`src/rtl/bp_axi_router_pkg.sv`:
```
// Shared types and AXI response codes for the AXI read router.
package bp_axi_router_pkg;

  typedef enum logic [1:0] {
    e_ready  = 2'd0,
    e_target = 2'd1,
    e_decerr = 2'd2
  } state_e;

  localparam logic [1:0] axi_resp_okay_lp   = 2'b00;
  localparam logic [1:0] axi_resp_decerr_lp = 2'b11;

endpackage

```
`src/rtl/bp_axi_addr_decode.sv`:
```
// Combinational base/mask address decoder; the lowest matching target wins.
module bp_axi_addr_decode #(
  parameter int num_targets_p = 2,
  parameter int addr_width_p  = 64,
  parameter int sel_width_p   = 1,
  parameter logic [num_targets_p-1:0][addr_width_p-1:0] base_p = '0,
  parameter logic [num_targets_p-1:0][addr_width_p-1:0] mask_p = '0
) (
  input  logic [addr_width_p-1:0]  addr,
  output logic [num_targets_p-1:0] match_oh,
  output logic [sel_width_p-1:0]   sel,
  output logic                     hit
);

  always_comb begin
    match_oh = '0;
    sel      = '0;
    hit      = 1'b0;
    for (int i = 0; i < num_targets_p; i++) begin
      if (!hit && ((addr & mask_p[i]) == (base_p[i] & mask_p[i]))) begin
        match_oh[i] = 1'b1;
        sel         = sel_width_p'(i);
        hit         = 1'b1;
      end
    end
  end

endmodule

```
`src/rtl/bp_axi_read_router.sv`:
```
// AXI read router: one AR to N targets by address, one outstanding burst,
// DECERR bursts generated locally for unmapped addresses.
module bp_axi_read_router
  import bp_axi_router_pkg::*;
#(
  parameter int num_targets_p = 2,
  parameter int addr_width_p  = 64,
  parameter int data_width_p  = 64,
  parameter int id_width_p    = 4,
  parameter logic [num_targets_p-1:0][addr_width_p-1:0] target_base_p = '0,
  parameter logic [num_targets_p-1:0][addr_width_p-1:0] target_mask_p = '0
) (
  input  logic                                      s_axi_aclk,
  input  logic                                      s_axi_aresetn,
  input  logic [addr_width_p-1:0]                   s_axi_araddr,
  input  logic [id_width_p-1:0]                     s_axi_arid,
  input  logic [7:0]                                s_axi_arlen,
  input  logic [2:0]                                s_axi_arsize,
  input  logic [1:0]                                s_axi_arburst,
  input  logic                                      s_axi_arvalid,
  output logic                                      s_axi_arready,
  output logic [data_width_p-1:0]                   s_axi_rdata,
  output logic [id_width_p-1:0]                     s_axi_rid,
  output logic [1:0]                                s_axi_rresp,
  output logic                                      s_axi_rlast,
  output logic                                      s_axi_rvalid,
  input  logic                                      s_axi_rready,
  output logic [addr_width_p-1:0]                   m_axi_araddr,
  output logic [id_width_p-1:0]                     m_axi_arid,
  output logic [7:0]                                m_axi_arlen,
  output logic [2:0]                                m_axi_arsize,
  output logic [1:0]                                m_axi_arburst,
  output logic [num_targets_p-1:0]                  m_axi_arvalid,
  input  logic [num_targets_p-1:0]                  m_axi_arready,
  input  logic [num_targets_p-1:0][data_width_p-1:0] m_axi_rdata,
  input  logic [num_targets_p-1:0][id_width_p-1:0]  m_axi_rid,
  input  logic [num_targets_p-1:0][1:0]             m_axi_rresp,
  input  logic [num_targets_p-1:0]                  m_axi_rlast,
  input  logic [num_targets_p-1:0]                  m_axi_rvalid,
  output logic [num_targets_p-1:0]                  m_axi_rready
);

  localparam int sel_width_lp = (num_targets_p > 1) ? $clog2(num_targets_p) : 1;

  state_e                  state_r, state_n;
  logic [sel_width_lp-1:0] sel_r, sel_n;
  logic [id_width_p-1:0]   id_r, id_n;
  logic [7:0]              len_r, len_n;
  logic [7:0]              cnt_r, cnt_n;

  logic [num_targets_p-1:0] dec_match;
  logic [sel_width_lp-1:0]  dec_sel;
  logic                     dec_hit;

  bp_axi_addr_decode #(
    .num_targets_p(num_targets_p),
    .addr_width_p (addr_width_p),
    .sel_width_p  (sel_width_lp),
    .base_p       (target_base_p),
    .mask_p       (target_mask_p)
  ) u_decode (
    .addr    (s_axi_araddr),
    .match_oh(dec_match),
    .sel     (dec_sel),
    .hit     (dec_hit)
  );

  // AR payload is broadcast; only the arvalid bits steer the request.
  assign m_axi_araddr  = s_axi_araddr;
  assign m_axi_arid    = s_axi_arid;
  assign m_axi_arlen   = s_axi_arlen;
  assign m_axi_arsize  = s_axi_arsize;
  assign m_axi_arburst = s_axi_arburst;

  always_comb begin
    state_n       = state_r;
    sel_n         = sel_r;
    id_n          = id_r;
    len_n         = len_r;
    cnt_n         = cnt_r;
    s_axi_arready = 1'b0;
    m_axi_arvalid = '0;
    m_axi_rready  = '0;
    s_axi_rvalid  = 1'b0;
    s_axi_rdata   = '0;
    s_axi_rid     = '0;
    s_axi_rresp   = '0;
    s_axi_rlast   = 1'b0;
    // Handshake outputs are gated so nothing is offered while reset is held.
    if (s_axi_aresetn) begin
      unique case (state_r)
        e_ready: begin
          if (dec_hit) begin
            m_axi_arvalid = dec_match & {num_targets_p{s_axi_arvalid}};
            s_axi_arready = |(dec_match & m_axi_arready);
            if (s_axi_arvalid && s_axi_arready) begin
              sel_n   = dec_sel;
              state_n = e_target;
            end
          end else begin
            s_axi_arready = 1'b1;
            if (s_axi_arvalid) begin
              id_n    = s_axi_arid;
              len_n   = s_axi_arlen;
              cnt_n   = 8'd0;
              state_n = e_decerr;
            end
          end
        end
        e_target: begin
          s_axi_rvalid        = m_axi_rvalid[sel_r];
          s_axi_rdata         = m_axi_rdata[sel_r];
          s_axi_rid           = m_axi_rid[sel_r];
          s_axi_rresp         = m_axi_rresp[sel_r];
          s_axi_rlast         = m_axi_rlast[sel_r];
          m_axi_rready[sel_r] = s_axi_rready;
          if (s_axi_rvalid && s_axi_rready && s_axi_rlast) state_n = e_ready;
        end
        e_decerr: begin
          s_axi_rvalid = 1'b1;
          s_axi_rresp  = axi_resp_decerr_lp;
          s_axi_rid    = id_r;
          s_axi_rlast  = (cnt_r == len_r);
          if (s_axi_rready) begin
            cnt_n = cnt_r + 8'd1;
            if (s_axi_rlast) state_n = e_ready;
          end
        end
        default: state_n = e_ready;
      endcase
    end
  end

  always_ff @(posedge s_axi_aclk or negedge s_axi_aresetn) begin
    if (!s_axi_aresetn) begin
      state_r <= e_ready;
      sel_r   <= '0;
      id_r    <= '0;
      len_r   <= '0;
      cnt_r   <= '0;
    end else begin
      state_r <= state_n;
      sel_r   <= sel_n;
      id_r    <= id_n;
      len_r   <= len_n;
      cnt_r   <= cnt_n;
    end
  end

endmodule

```
`config.mk`:
```
export PLATFORM = sky130hd
export DESIGN_NAME = bp_axi_read_router
export DESIGN_NICKNAME = d
export VERILOG_FILES = /design/src/rtl/bp_axi_router_pkg.sv /design/src/rtl/bp_axi_addr_decode.sv /design/src/rtl/bp_axi_read_router.sv
export SDC_FILE = /design/constraint.sdc
export NUM_CORES = 1
export LEC_CHECK = 0
export CELL_PAD_IN_SITES_DETAIL_PLACEMENT = 2
export CELL_PAD_IN_SITES_GLOBAL_PLACEMENT = 2
export CORE_AREA = 2 2 153 155
export CTS_BUF_LIST = sky130_fd_sc_hd__clkbuf_16
export DETAILED_ROUTE_END_ITERATION = 8
export DIE_AREA = 0 0 155 157
export HOLD_SLACK_MARGIN = 0.12
export PLACE_DENSITY_LB_ADDON = 0.1
export SLEW_MARGIN = 10
export SYNTH_ARGS = -nofsm -noshare
export SYNTH_HDL_FRONTEND = slang
export SYNTH_SLANG_ARGS = --single-unit
```
`constraint.sdc`:
```
create_clock -name s_axi_aclk -period 1.3 [get_ports s_axi_aclk]
set_input_delay 0.325 -clock s_axi_aclk [delete_from_list [all_inputs] [get_ports s_axi_aclk]]
set_output_delay 0.325 -clock s_axi_aclk [all_outputs]
set_load 0.05 [all_outputs]
```
; Word level (Yosys, flattened, before mapping)
; Cells that the tools add are included.
[word_totals]
register_bits = 10
in_bits = 231
output_inout_bits = 158
wordCells = 37
[op_classes]
n_addsub = 1
n_eq_ne = 6
mux = 21
n_reduce_logical = 7
[ops]
columns = operator, count
row1 = two-way mux 64 bit, 2
row2 = two-way mux 2 bit, 5
row3 = "adder 8 x 1 -> 8 bit, second input constant", 1
row4 = zero test 8 bit, 1
row5 = two-way mux 1 bit, 8
row6 = two-way mux 4 bit, 2
row7 = "inequality test 2 bit, second input constant", 4
row8 = one-hot mux 2 bit (3 select lines), 1
row9 = AND reduction 5 bit, 1
row10 = one-hot mux 1 bit (2 select lines), 2
row11 = one-hot mux 2 bit (2 select lines), 1
row12 = logical AND 1 bit, 3
row13 = AND reduction 3 bit, 1
row14 = "== test 2 x 1 -> 1 bit, second input constant", 1
row15 = "== test 2 bit, second input constant", 1
row16 = zero test 2 bit, 1

; Depth between registers and ports, before layout
[depth]
word_depth = 4
mapped_depth = 3
depth_no_buf = 2

; Hierarchy
; From an unflattened synthesis, not the netlist that was laid out.
[hier_totals]
hier_cells = 375
area_unflattened_um2 = 3078.0
[modules_own_cells]
columns = module, n_inst, cells_per_inst, area_each_um2, seq_area_each_um2
row1 = bp_axi_read_router, 1, 369, 3040.4, 575.6
row2 = bp_axi_addr_decode, 1, 6, 37.5, 0.0

; Worst setup path after synthesis
; OpenSTA, ideal clock, no wires.
[synth_timing]
kind = register to output
start = reg state_r[0]
end = out s_axi_rdata[14]
arrival_ps = 1081
t_required_ps = 975
setup_slack_ps = -106
stages_incl_launch_ff = 4
n_path_buf = 2
path_cell_list = dfrtp_1 > buf_4 > buf_2 > and3_1
[synth_via]
elab_chain_cells = 3
[synth_lines]
columns = element, line
row1 = start: declaration, bp_axi_read_router.sv:45  ; state_e state_r, state_n;
row2 = start signal: assignment, bp_axi_read_router.sv:136  ; state_r <= e_ready;
row3 = start signal: assignment, bp_axi_read_router.sv:142  ; state_r <= state_n;
row4 = == test 2 x 1 -> 1 bit, bp_axi_read_router.sv:91  ; unique case (state_r)
row5 = two-way mux 64 bit, bp_axi_read_router.sv:91
row6 = two-way mux 64 bit, bp_axi_read_router.sv:90  ; if (s_axi_aresetn) begin
row7 = end: declaration, bp_axi_read_router.sv:22  ; output logic [data_width_p-1:0] s_axi_rdata,
; No other way between the ends.

; Worst setup path in the final report
[layout_timing]
start = reg state_r[0]
end = out s_axi_rdata[41]
; Same word-level chain as after synthesis.

==> flow_summary.toml <==
[detailed_routing]
dr_wl_met2_mm = 4.61
wl_met1_mm = 3.34
vias = 1557
drtIter0Drc = 15
wl_mm = 9.03
drc = 0
route.met3.wl_um = 747
top_layer = "met4"
ant_nets = 0
dr.pass1.iters = 4
vias_per_cell = 2.88
wl_per_cell_um = 16.7

[floorplan]
die_area_um2 = 24300
num_rows = 55
die_x_um = 155
die_y_um = 157
start_util_pct = 5.49
core_um2 = 22500
io_pins = 389

[setup_path]
r2r_cells = 4
cp_max_fo = 11
rrSetupSlack_ps = 50
worstReg2RegEnd = "state_r[0]$_DFFE_PN0P_"
critPathCapture = "s_axi_rdata[41]"
r2r_start = "state_r[0]$_DFFE_PN0P_"
worstSetupStartpoint = "state_r[0]$_DFFE_PN0P_"
crit_type = "register to output pin"
start_kind = "register"
arrival_ps = 1050
cp.required_ps = 980
cp-end-kind = "output pin"

[timing]
drv_slew = 0
period_share_pct = 106
setup_tns_ps = -3530
skew_ps = 0
setup_viol = 74
whs_ps = 253
rsz0062_at_grt = "yes"
worst_slack_ps = -79.6
min_period_ps = 1380
hold_viol_final = 0
fmax_mhz = 725

[synth]
synth_area_leader_cell = "buf_4"
ys_warn_count = 0
synth.avg_cell_area_um2 = 6.94
synthDistinctLibCells = 9
synth_edf_count = 0
yosys.area.top_type_share_pct = 54.7
ys.flop_type = "dfrtp_1"
ys_seq_area_share_pct = 2.03
synth.most_common_cell = "buf_4"
synthesis.area_um2 = 1230
yosys-top-cells-count = "buf_4, and3_1, buf_2"
synth-async-reset-ratio_pct = 100
ys_ff_latch = 1
syn_inst = 178
ys_top_cells_by_area = "buf_4, and3_1, buf_2, dfrtp_1, and3b_1"

[finish]
diodes = 0
largest_reg_flops = 1
drive_gt1_share_pct = 69.0
nets = 488
fin_util_pct = 17.3
final_area_um2 = 3890
reg_top3 = "state_r (1)"
area_growth_pct = 215
regMostFlops = "state_r"

[global_routing]
first_global_vias = 1840
grt_overflow = 0
antenna_found_initial = 0
grt_max_degree = 24
track_usage_pct = 6.78
grt_pass1_wl_mm = 12.5

[clock_tree]
clk_pin_slew_ps = 0
hold_buffers = 0
clock_latency_ps = 0

[pwr]
switching_share_pct = 47.8
power.switching_mw = 1.77
p_comb_share_pct = 98.3
irDropWorstVdd_uv = 262
clock_power_share_pct = 0
power_per_cell_area_nw_per_um2 = 953
power_frac_seq_pct = 1.7
internal_power_mw = 1.94
static-leakage-power_nw = 1.61

[placed_design]
dp_hpwl_mm = 6.05
port_buffers = 151
gp_congestion = 0.621
dpl_cell_area_um2 = 3320

[status]
violations = "negative setup slack"
status = "finished, violations left"

[flow_run]
max_cap_viol_count = 0

[hold_path]
hp-class = "input pin to async pin"
[layer usage]
layer	up-vias	track usage (%)
met4	0	2.60
met2	109	12.3
met3	40	1.65
met1	736	7.64
met5	-	0
li1	672	-
[power by group through the flow]
stage                     combinational [mW]  clock, mW  sequential, mW
after floorplan                         2.08          0          0.0488
after global placement                  3.08          0          0.0605
after detailed placement                3.08          0          0.0615
after CTS                               3.49          0          0.0578
after global routing                    3.82          0          0.0667
final                                   3.64          0          0.0646
[worst max-delay path: stages (launching register included)]
cell and delay, ps:
dfrtp_2 430, buf_4 160, clkbuf_16 160, and3_4 160
buf_12 140
[area by class of cell]
class                           instances  area (um2)
Sequential cell                         1        26.3
Tap cell                              285         357
Timing Repair Buffer                  175        2640
Multi-Input combinational cell         79         865
Fill cell                            2529       18600
[metrics by stage]
stage               instances  setup slack (ps)  power (mW)
finish                    540             -79.6        3.70
CTS                       534             -93.9        3.55
floorplan                 179              17.8        2.13
detailed placement        524              -276        3.14
global placement          524              -261        3.14
global route              540              -111        3.88
[cell usage in the layout, fill, tap and decap left out]
cell	netlist	layout
a22o_1	1	1
clkbuf_16	0	3
and3_4	0	73
dfrtp_2	0	1
and3b_2	0	2
buf_12	0	79
dlygate4sd2_1	0	75
nand4_1	1	1
buf_16	0	8
buf_4	90	4
buf_6	0	4
conb_1	1	2
buf_8	0	2
[cells by family (layout without fill, tap and decap cells)]
| logic type | after synthesis | count (layout) | share of synthesized area [%] |
|---|---|---|---|
| flops | 1 | 1 | 2.03 |
| other cells | 1 | 2 | 0.304 |
| simple gates | 76 | 76 | 38.9 |
| buf+inv | 99 | 175 | 58.1 |
| compound gates | 1 | 1 | 0.709 |
[worst min path at each step]
stage / endpoint / slack [ps] / cells after the start
2_1_floorplan: state_r[0]$_DFFE_PN0P_ / 30 / 0
4_1_cts: state_r[0]$_DFFE_PN0P_ / 260 / 2
3_3_place_gp: state_r[0]$_DFFE_PN0P_ / 340 / 2
3_5_place_dp: state_r[0]$_DFFE_PN0P_ / 350 / 2
6_report: state_r[0]$_DFFE_PN0P_ / 250 / 2
5_1_grt: state_r[0]$_DFFE_PN0P_ / 260 / 2
[timing repair]
action	in CTS	in global routing
gates cloned	8	3
resized for setup	167	3
pin swaps	12	11
endpoints found under the setup margin	76	57
buffers inserted	2	4
No activity file was read; power rests on OpenSTA's default activity.
